<file path="config.mk">
export PLATFORM = sky130hd
export DESIGN_NAME = fetch_stage
export DESIGN_NICKNAME = d
export VERILOG_FILES = /design/src/rtl/fetch_stage_pkg.sv /design/src/rtl/fetch_stage_pipe_reg_fd.sv /design/src/rtl/fetch_stage.sv
export SDC_FILE = /design/constraint.sdc
export NUM_CORES = 1
export LEC_CHECK = 0
export BUFFER_PORTS_ARGS = -buffer_cell sky130_fd_sc_hd__buf_4
export CAP_MARGIN = 20
export CORE_ASPECT_RATIO = 1.1
export CORE_UTILIZATION = 50
export CTS_CLUSTER_DIAMETER = 120
export DETAILED_ROUTE_END_ITERATION = 7
export PLACE_DENSITY = 0.77
export SYNTH_ARGS = -nofsm -noshare
export SYNTH_HDL_FRONTEND = slang
export SYNTH_SLANG_ARGS = --single-unit
</file>
<file path="constraint.sdc">
create_clock -name clk -period 4.97 [get_ports clk]
set_input_delay 0.2485 -clock clk [delete_from_list [all_inputs] [get_ports clk]]
set_output_delay 0.2485 -clock clk [all_outputs]
set_load 0.05 [all_outputs]
</file>
<file path="src/rtl/fetch_stage_pkg.sv">
// Shared pipeline constants: next-PC source encodings, bubble instruction and reset PC.
package fetch_stage_pkg;

    localparam int XLEN_DEF = 32;
    localparam logic [31:0] NOP_INSTR_DEF = 32'h0000_0013;
    localparam logic [31:0] RESET_PC_DEF = 32'h0000_0000;

    typedef enum logic [1:0] {
        PC_plus4  = 2'b00,
        PC_target = 2'b01,
        PC_alu    = 2'b10,
        PC_rsvd   = 2'b11
    } pcsrc_e;

    function automatic logic isRedirect(input pcsrc_e src);
        return (src == PC_target) || (src == PC_alu);
    endfunction

endpackage

</file>
<file path="src/rtl/fetch_stage_pipe_reg_fd.sv">
// Generic pipeline register with hold enable and synchronous clear; clear beats hold.
module pipe_reg_fd #(
    parameter int W = 32,
    parameter logic [W-1:0] CLR_VAL = '0
) (
    input  logic         clk,
    input  logic         rst,
    input  logic         en,
    input  logic         clr,
    input  logic [W-1:0] d,
    output logic [W-1:0] q
);

    // Register stage: async reset and sync clear both load the bubble value.
    always_ff @(posedge clk or posedge rst) begin
        if (rst) begin
            q <= CLR_VAL;
        end else if (clr) begin
            q <= CLR_VAL;
        end else if (en) begin
            q <= d;
        end else begin
            q <= q;
        end
    end

endmodule

</file>
<file path="src/rtl/fetch_stage.sv">
// IF stage: PC register, next-PC selection and the IF/ID pipeline register.
module fetch_stage
    import fetch_stage_pkg::*;
#(
    parameter int XLEN = XLEN_DEF,
    parameter logic [XLEN-1:0] RESET_PC = XLEN'(RESET_PC_DEF),
    parameter logic [31:0] NOP_INSTR = NOP_INSTR_DEF
) (
    input  logic            clk,
    input  logic            rst,
    input  logic            StallF,
    input  logic            StallD,
    input  logic            FlushD,
    input  logic [1:0]      PCSrcE,
    input  logic [XLEN-1:0] PCTargetE,
    input  logic [XLEN-1:0] ALUResultE,
    input  logic [31:0]     InstrF,
    output logic [XLEN-1:0] PCF,
    output logic [31:0]     InstrD,
    output logic [XLEN-1:0] PCD,
    output logic [XLEN-1:0] PCPlus4D,
    output logic            ValidD,
    output logic            MisalignF
);

    localparam int FD_W = 1 + 32 + 2 * XLEN;
    localparam logic [FD_W-1:0] FD_CLR = {1'b0, NOP_INSTR, {XLEN{1'b0}}, {XLEN{1'b0}}};

    logic [XLEN-1:0] pcPlus4F_s;
    logic [XLEN-1:0] pcNext_s;
    logic            redirect_s;
    logic [FD_W-1:0] fdQ_s;

    // Next-PC mux; the reserved encoding falls back to sequential fetch.
    always_comb begin
        pcPlus4F_s = PCF + XLEN'(4);
        redirect_s = isRedirect(pcsrc_e'(PCSrcE));
        pcNext_s   = pcPlus4F_s;
        case (pcsrc_e'(PCSrcE))
            PC_target: pcNext_s = PCTargetE;
            PC_alu:    pcNext_s = {ALUResultE[XLEN-1:1], 1'b0};
            default:   pcNext_s = pcPlus4F_s;
        endcase
    end

    // PC register: a redirect overrides StallF so a flushed stream never stalls the target.
    always_ff @(posedge clk or posedge rst) begin
        if (rst) begin
            PCF       <= RESET_PC;
            MisalignF <= 1'b0;
        end else if (redirect_s) begin
            PCF       <= pcNext_s;
            MisalignF <= MisalignF | pcNext_s[1];
        end else if (!StallF) begin
            PCF       <= pcPlus4F_s;
            MisalignF <= MisalignF;
        end else begin
            PCF       <= PCF;
            MisalignF <= MisalignF;
        end
    end

    pipe_reg_fd #(
        .W       (FD_W),
        .CLR_VAL (FD_CLR)
    ) u_regFD (
        .clk (clk),
        .rst (rst),
        .en  (~StallD),
        .clr (FlushD),
        .d   ({1'b1, InstrF, PCF, pcPlus4F_s}),
        .q   (fdQ_s)
    );

    assign {ValidD, InstrD, PCD, PCPlus4D} = fdQ_s;

endmodule

</file>
==> reports/metrics.yaml, run 1 <==
status: "finished clean"
ir_drop_mv: 0.212
postCtsSetupBuffers: 0
timing.final.crit_share: 0.486
start_util: 0.516
path_clk_slew_ns: 0.06
reg2reg_from: "PCF[2]"
reg2reg_to: "u_regFD.q[28]"
tns_ns: 0
ys_seq_elements: 128
end_kind: "register"
yosysWarnings: 0
antenna_found_initial: 0
maxCapViolCount: 0
antenna_cells: 0
grt_usage: 0.281
start_kind: "register"
final_area_mm2: 0.00863
grt_pass1_wl_um: 27800
rsz0062_at_grt: "false"
reg2reg_slack_ns: 2.55
async_reset_ff_frac: 1.00
fin_util: 0.711
tightestPinTransition_ns: 0.999
holdPathEnd: "u_regFD.q[68]"
crit_slowest_cell: "nor4_4"
drive_above_1_share: 0.336
drv_slew: 0
synthFlopType: "dfrtp_1"
cp_cell_sequence: "ha_1 -> nand2_2 -> nor4_4 -> nand4_1 -> xnor2_1 -> a211oi_1"
total_power_mw: 3.59
cts_tree: "built"
avgSynthCellArea_um2: 10.1
dieArea_mm2: 0.0130
port_buffers: 231
fp.dieH_um: 119
vias: 5633
post_drt_wl_per_cell_um: 17.8
hold-path-cell-count: 2
dpl.hpwl_um: 12500
clock-sinks: 128
holdCritPathClass: "in2reg"
synth-edff-count: 0
clock_tree.root_cell: "clkbuf_16"
setup_viol: 0
crit_type: "reg2reg"
synthesis.nets: 728
critPathMaxStageDelay_ns: 0.57
rows: 42
fmax_mhz: 414
powerDensity_mw_per_mm2: 416
drtIter0Drc: 395
worst-path-buf-inv: 0
wirelength_um: 17700
grt_pass1_vias: 5467
placed_cells: 964
cts_buffer_depth: 2
dr.pass1.iters: 5
whs_ns: 0.0539
vias_per_cell: 5.64
min_period_ns: 2.42
r2r_cells: 6
skew_ns: 0.0102
crit_family: "simple AND/OR/NAND/NOR gates"
place_area_mm2: 0.00806
grt_max_degree: 96
cellLeakagePower_nw: 4.30
final_nets: 937
syn_inst: 622
postLayoutSetupSlackWorst_ns: 2.55
crit_arrival_ns: 2.71
fin_cells: 998
holdCritStartpoint: "InstrF[4]"
finalHoldViolCount: 0
relSlewSlack: 0.334
htreeDepth: 4
core_area_mm2: 0.0121
grt_overflow_total: 0
synth_cell_types: 45
die_w_um: 109
required_ns: 5.27
mappedNetlistArea_mm2: 0.00627
critPathMaxFanout: 9
pre_cts_slack_ns: 2.19
drcViolationCount: 0
detail-route-antenna-nets: 0
numCtsBuffers: 17
pin_count: 233
syn_to_final_growth_pct: 37.6
globalplace.congestion: 0.858
synth_seq_area_share: 0.512
crit_start: "PCF[2]"
clk_latency_ns: 0.41
-- synthesized netlist by cell type, drive strengths merged, types with 3 or more instances --
| library cell | count | area, um2 |
|---|---|---|
| mux2i | 66 | 661 |
| a21oi | 37 | 185 |
| a221o | 6 | 60.1 |
| nor2 | 109 | 409 |
| nor4 | 3 | 33.8 |
| nand3 | 13 | 65.1 |
| xnor2 | 18 | 158 |
| nand4 | 13 | 103 |
| inv | 24 | 90.1 |
| xor2 | 10 | 87.6 |
| o21ai | 20 | 100 |
| a211o | 3 | 26.3 |
| nand2b | 3 | 18.8 |
| nand2 | 25 | 96.4 |
| a22o | 4 | 35.0 |
| a222oi | 3 | 30.0 |
| and2 | 6 | 37.5 |
| buf | 18 | 87.6 |
| dfrtp | 125 | 3130 |
| a211oi | 21 | 163 |
| dfstp | 3 | 78.8 |
| a221oi | 21 | 184 |
| a2bb2oi | 12 | 105 |
| ha | 3 | 37.5 |
| nor2b | 3 | 18.8 |
| nor3 | 8 | 51.3 |
| clkbuf | 32 | 120 |
-- layout by cell type, fill, tap and decap left out, types with 2 or more instances in the layout --
cell type	n
ha_1	3
a22o_1	4
buf_4	238
clkinvlp_4	2
a211o_1	3
xor2_1	10
nand3_1	13
a222oi_1	3
and2_1	6
a2bb2oi_1	12
a211oi_1	20
nor2b_2	2
clkbuf_1	2
a21oi_1	37
o32ai_1	2
nand2b_1	3
dfstp_2	3
nor3_1	7
clkinv_2	5
mux2i_1	66
a221oi_1	21
dfrtp_1	125
a31oi_1	2
nand2_1	24
inv_6	3
a21o_1	2
and3_1	2
xnor2_1	18
clkinv_4	3
nor2_1	109
a221o_1	6
o21ai_0	20
nand4_1	11
clkbuf_16	17
inv_1	23
-- cell type report --
type	instances	area, um2
sequential	128	3210
fill	938	3510
multi-input combinational	420	2780
inverter	24	95.1
clock buffer	19	433
clock inverter	13	114
tap	154	193
timing repair buffer	240	1810
-- routing by layer --
layer  track usage  part of all wire
met1         0.374              0.43
met2         0.458              0.49
met3        0.0547             0.067
met4        0.0954             0.016
met5             0                 0
-- sequential cells by signal (all words and copies together), names as in the netlist --
register,cells
MisalignF,1
u_regFD.q,95
PCF,32
-- where the power goes --
group,leakage (nW),internal [mW],switching (mW)
Combinational,2.37,0.376,0.741
Sequential,1.66,1.16,0.162
Clock,0.267,0.687,0.456
Total,4.30,2.23,1.36
-- logic make-up after synthesis --
logic type,share of synthesized area
AO/OA/AOI/OAI,0.151
multiplexers,0.105
XOR/XNOR,0.0391
AND/OR/NAND/NOR,0.139
adder cells (fa/ha/maj),0.00599
buffers and inverters,0.0475
flip-flops,0.512
-- worst max path at each step --
stage,to,cells past startpoint
global placement,PCF[29],9
global route,u_regFD.q[30],6
detailed placement,PCF[30],9
CTS,u_regFD.q[30],6
floorplan,MisalignF,1
finish,u_regFD.q[28],6
-- repair_timing --
item	4_1_cts	5_1_grt
resized for setup	0	0
hold buffers	1	0
endpoints found under the hold margin	56	0
Note: power is estimated with default switching activity, not from simulation.
==> run 2: changes to the inputs <==
==> constraint.sdc (replaced) <==
create_clock -name clk -period 2.3 [get_ports clk]
set_input_delay 0.115 -clock clk [delete_from_list [all_inputs] [get_ports clk]]
set_output_delay 0.115 -clock clk [all_outputs]
set_load 0.05 [all_outputs]
==> reports/metrics.yaml, run 2 (synthesis results as in run 1) <==
fmax_mhz: 466  # +13%
critPathMaxFanout: 9  # unchanged
fp.dieH_um: 119  # unchanged
die_w_um: 109  # unchanged
drtIter0Drc: 432  # +9.4%
multi_input_area_mm2: 0.00278  # about the same
final_nets: 994  # +6.1%
end_kind: "register"
powerDensity_mw_per_mm2: 877  # +110%
holdCritPathClass: "in2reg"
start_util: 0.516  # unchanged
setup_viol: 0  # unchanged
wirelength_um: 19400  # +9.6%
seqCellArea_mm2: 0.00321  # +0.12%
mostFrequentLayoutCell: "buf_4"
drv_slew: 0  # unchanged
status: "finished clean"
cellLeakagePower_nw: 4.57  # +6.2%
path_clk_slew_ns: 0.05  # about the same
postCtsSetupBuffers: 0  # unchanged
rows: 42  # unchanged
vias: 6008  # +6.7%
regMostFlops: "u_regFD.q"
min_period_ns: 2.14  # -0.270 ns
globalplace.congestion: 0.870  # +1.4%
postLayoutSetupSlackWorst_ns: 0.155  # -2.40 ns
port_buffers: 231  # unchanged
final_cell_mix: "buf_4, dfrtp_1, nor2_1, mux2i_1, dlygate4sd3_1"
required_ns: 2.61  # -2.66 ns
timing.final.crit_share: 0.933  # +0.447
dpl.hpwl_um: 13200  # +6.0%
grt_max_degree: 59  # -39%
drcViolationCount: 0  # unchanged
reg_top3: "u_regFD.q x95, PCF x32, MisalignF x1"
grt_pass1_wl_um: 30800  # +11%
htreeDepth: 4  # unchanged
grt_overflow_total: 0  # unchanged
clk_latency_ns: 0.41  # about the same
antenna_found_initial: 0  # unchanged
dieArea_mm2: 0.0130  # unchanged
maxCapViolCount: 0  # unchanged
core_area_mm2: 0.0121  # unchanged
cts_buffer_depth: 2  # unchanged
start_kind: "register"
skew_ns: 0.00701  # -0.00323 ns
finalHoldViolCount: 0  # unchanged
crit_type: "reg2reg"
drive_above_1_share: 0.330  # -0.00686
cts_tree: "built"
relSlewSlack: 0.545  # +0.211
tns_ns: 0  # unchanged
fillers: 796  # -15%
post_drt_wl_per_cell_um: 18.4  # +3.7%
grt_usage: 0.312  # +0.0308
crit_arrival_ns: 2.45  # -0.26 ns
vias_per_cell: 5.69  # +0.89%
pre_cts_slack_ns: 0.166  # -2.02 ns
clock_tree.root_cell: "clkbuf_16"
antenna_cells: 0  # unchanged
syn_to_final_growth_pct: 47.7
ir_drop_mv: 0.470  # +120%
clock-sinks: 128  # unchanged
largest_reg_flops: 95  # unchanged
dr.pass1.iters: 5  # unchanged
tightestPinTransition_ns: 0.681  # -0.318 ns
rsz0062_at_grt: "false"
numCtsBuffers: 17  # unchanged
detail-route-antenna-nets: 0  # unchanged
grt_pass1_vias: 5994  # +9.6%
pin_count: 233  # unchanged
==> run 2: final timing paths <==
kind	from	end	slack (ns)	cells after the start
worst max register to register	PCF[16]	u_regFD.q[31]	0.16	5
min in group asynchronous	rst	u_regFD.q[7]	0.38	3
worst min register to register	MisalignF	MisalignF	0.49	1
max in group asynchronous	rst	PCF[25]	1.20	4
worst min-delay path	ALUResultE[5]	PCF[5]	0.02	3
worst max-delay path	PCF[16]	u_regFD.q[31]	0.16	5
==> run 2: critical path: stages (launching register included) <==
cell	delay, ns
dfrtp_1	0.53
nand3_1	0.19
nor2_1	0.54
nand4_1	0.29
xor2_1	0.22
a211oi_1	0.26
==> run 2: what timing repair did <==
item | in CTS | in global routing
resized for setup | 0 | 1
endpoints found under the setup margin | 0 | 3
hold buffers | 46 | 0
endpoints found under the hold margin | 67 | 0
==> run 2: cell type report <==
type                       instances  share of cell area
clock inverter                     9              0.0145
clock buffer                      23              0.0494
sequential                       128               0.347
timing repair buffer             297               0.259
inverter                          24              0.0101
tap                              154              0.0208
multi-input combinational        420               0.300
==> run 2: stage by stage <==
stage	total power, mW	std cells	utilization	area, um2	hold WS (ns)
after floorplan	4.47	622	-	6280	0.240
after global routing	8.43	1055	0.763	9260	0.0364
final	8.12	1055	0.763	9260	0.0209
after global placement	5.30	977	0.676	8210	0.251
after CTS	8.14	1055	0.763	9260	0.00276
after detailed placement	5.36	977	0.676	8210	0.250
==> run 2: routing by layer <==
metal / track usage / routed length, um
met1: 0.388 / 7950
met2: 0.528 / 9640
met3: 0.0695 / 1370
met4: 0.111 / 455
met5: 0 / 0
==> run 2: where the power goes <==
group,internal [mW],switching [mW],total [mW],leakage [nW]
Clock,1.73,0.958,2.69,0.285
Sequential,2.52,0.333,2.85,1.66
Combinational,0.905,1.67,2.58,2.62
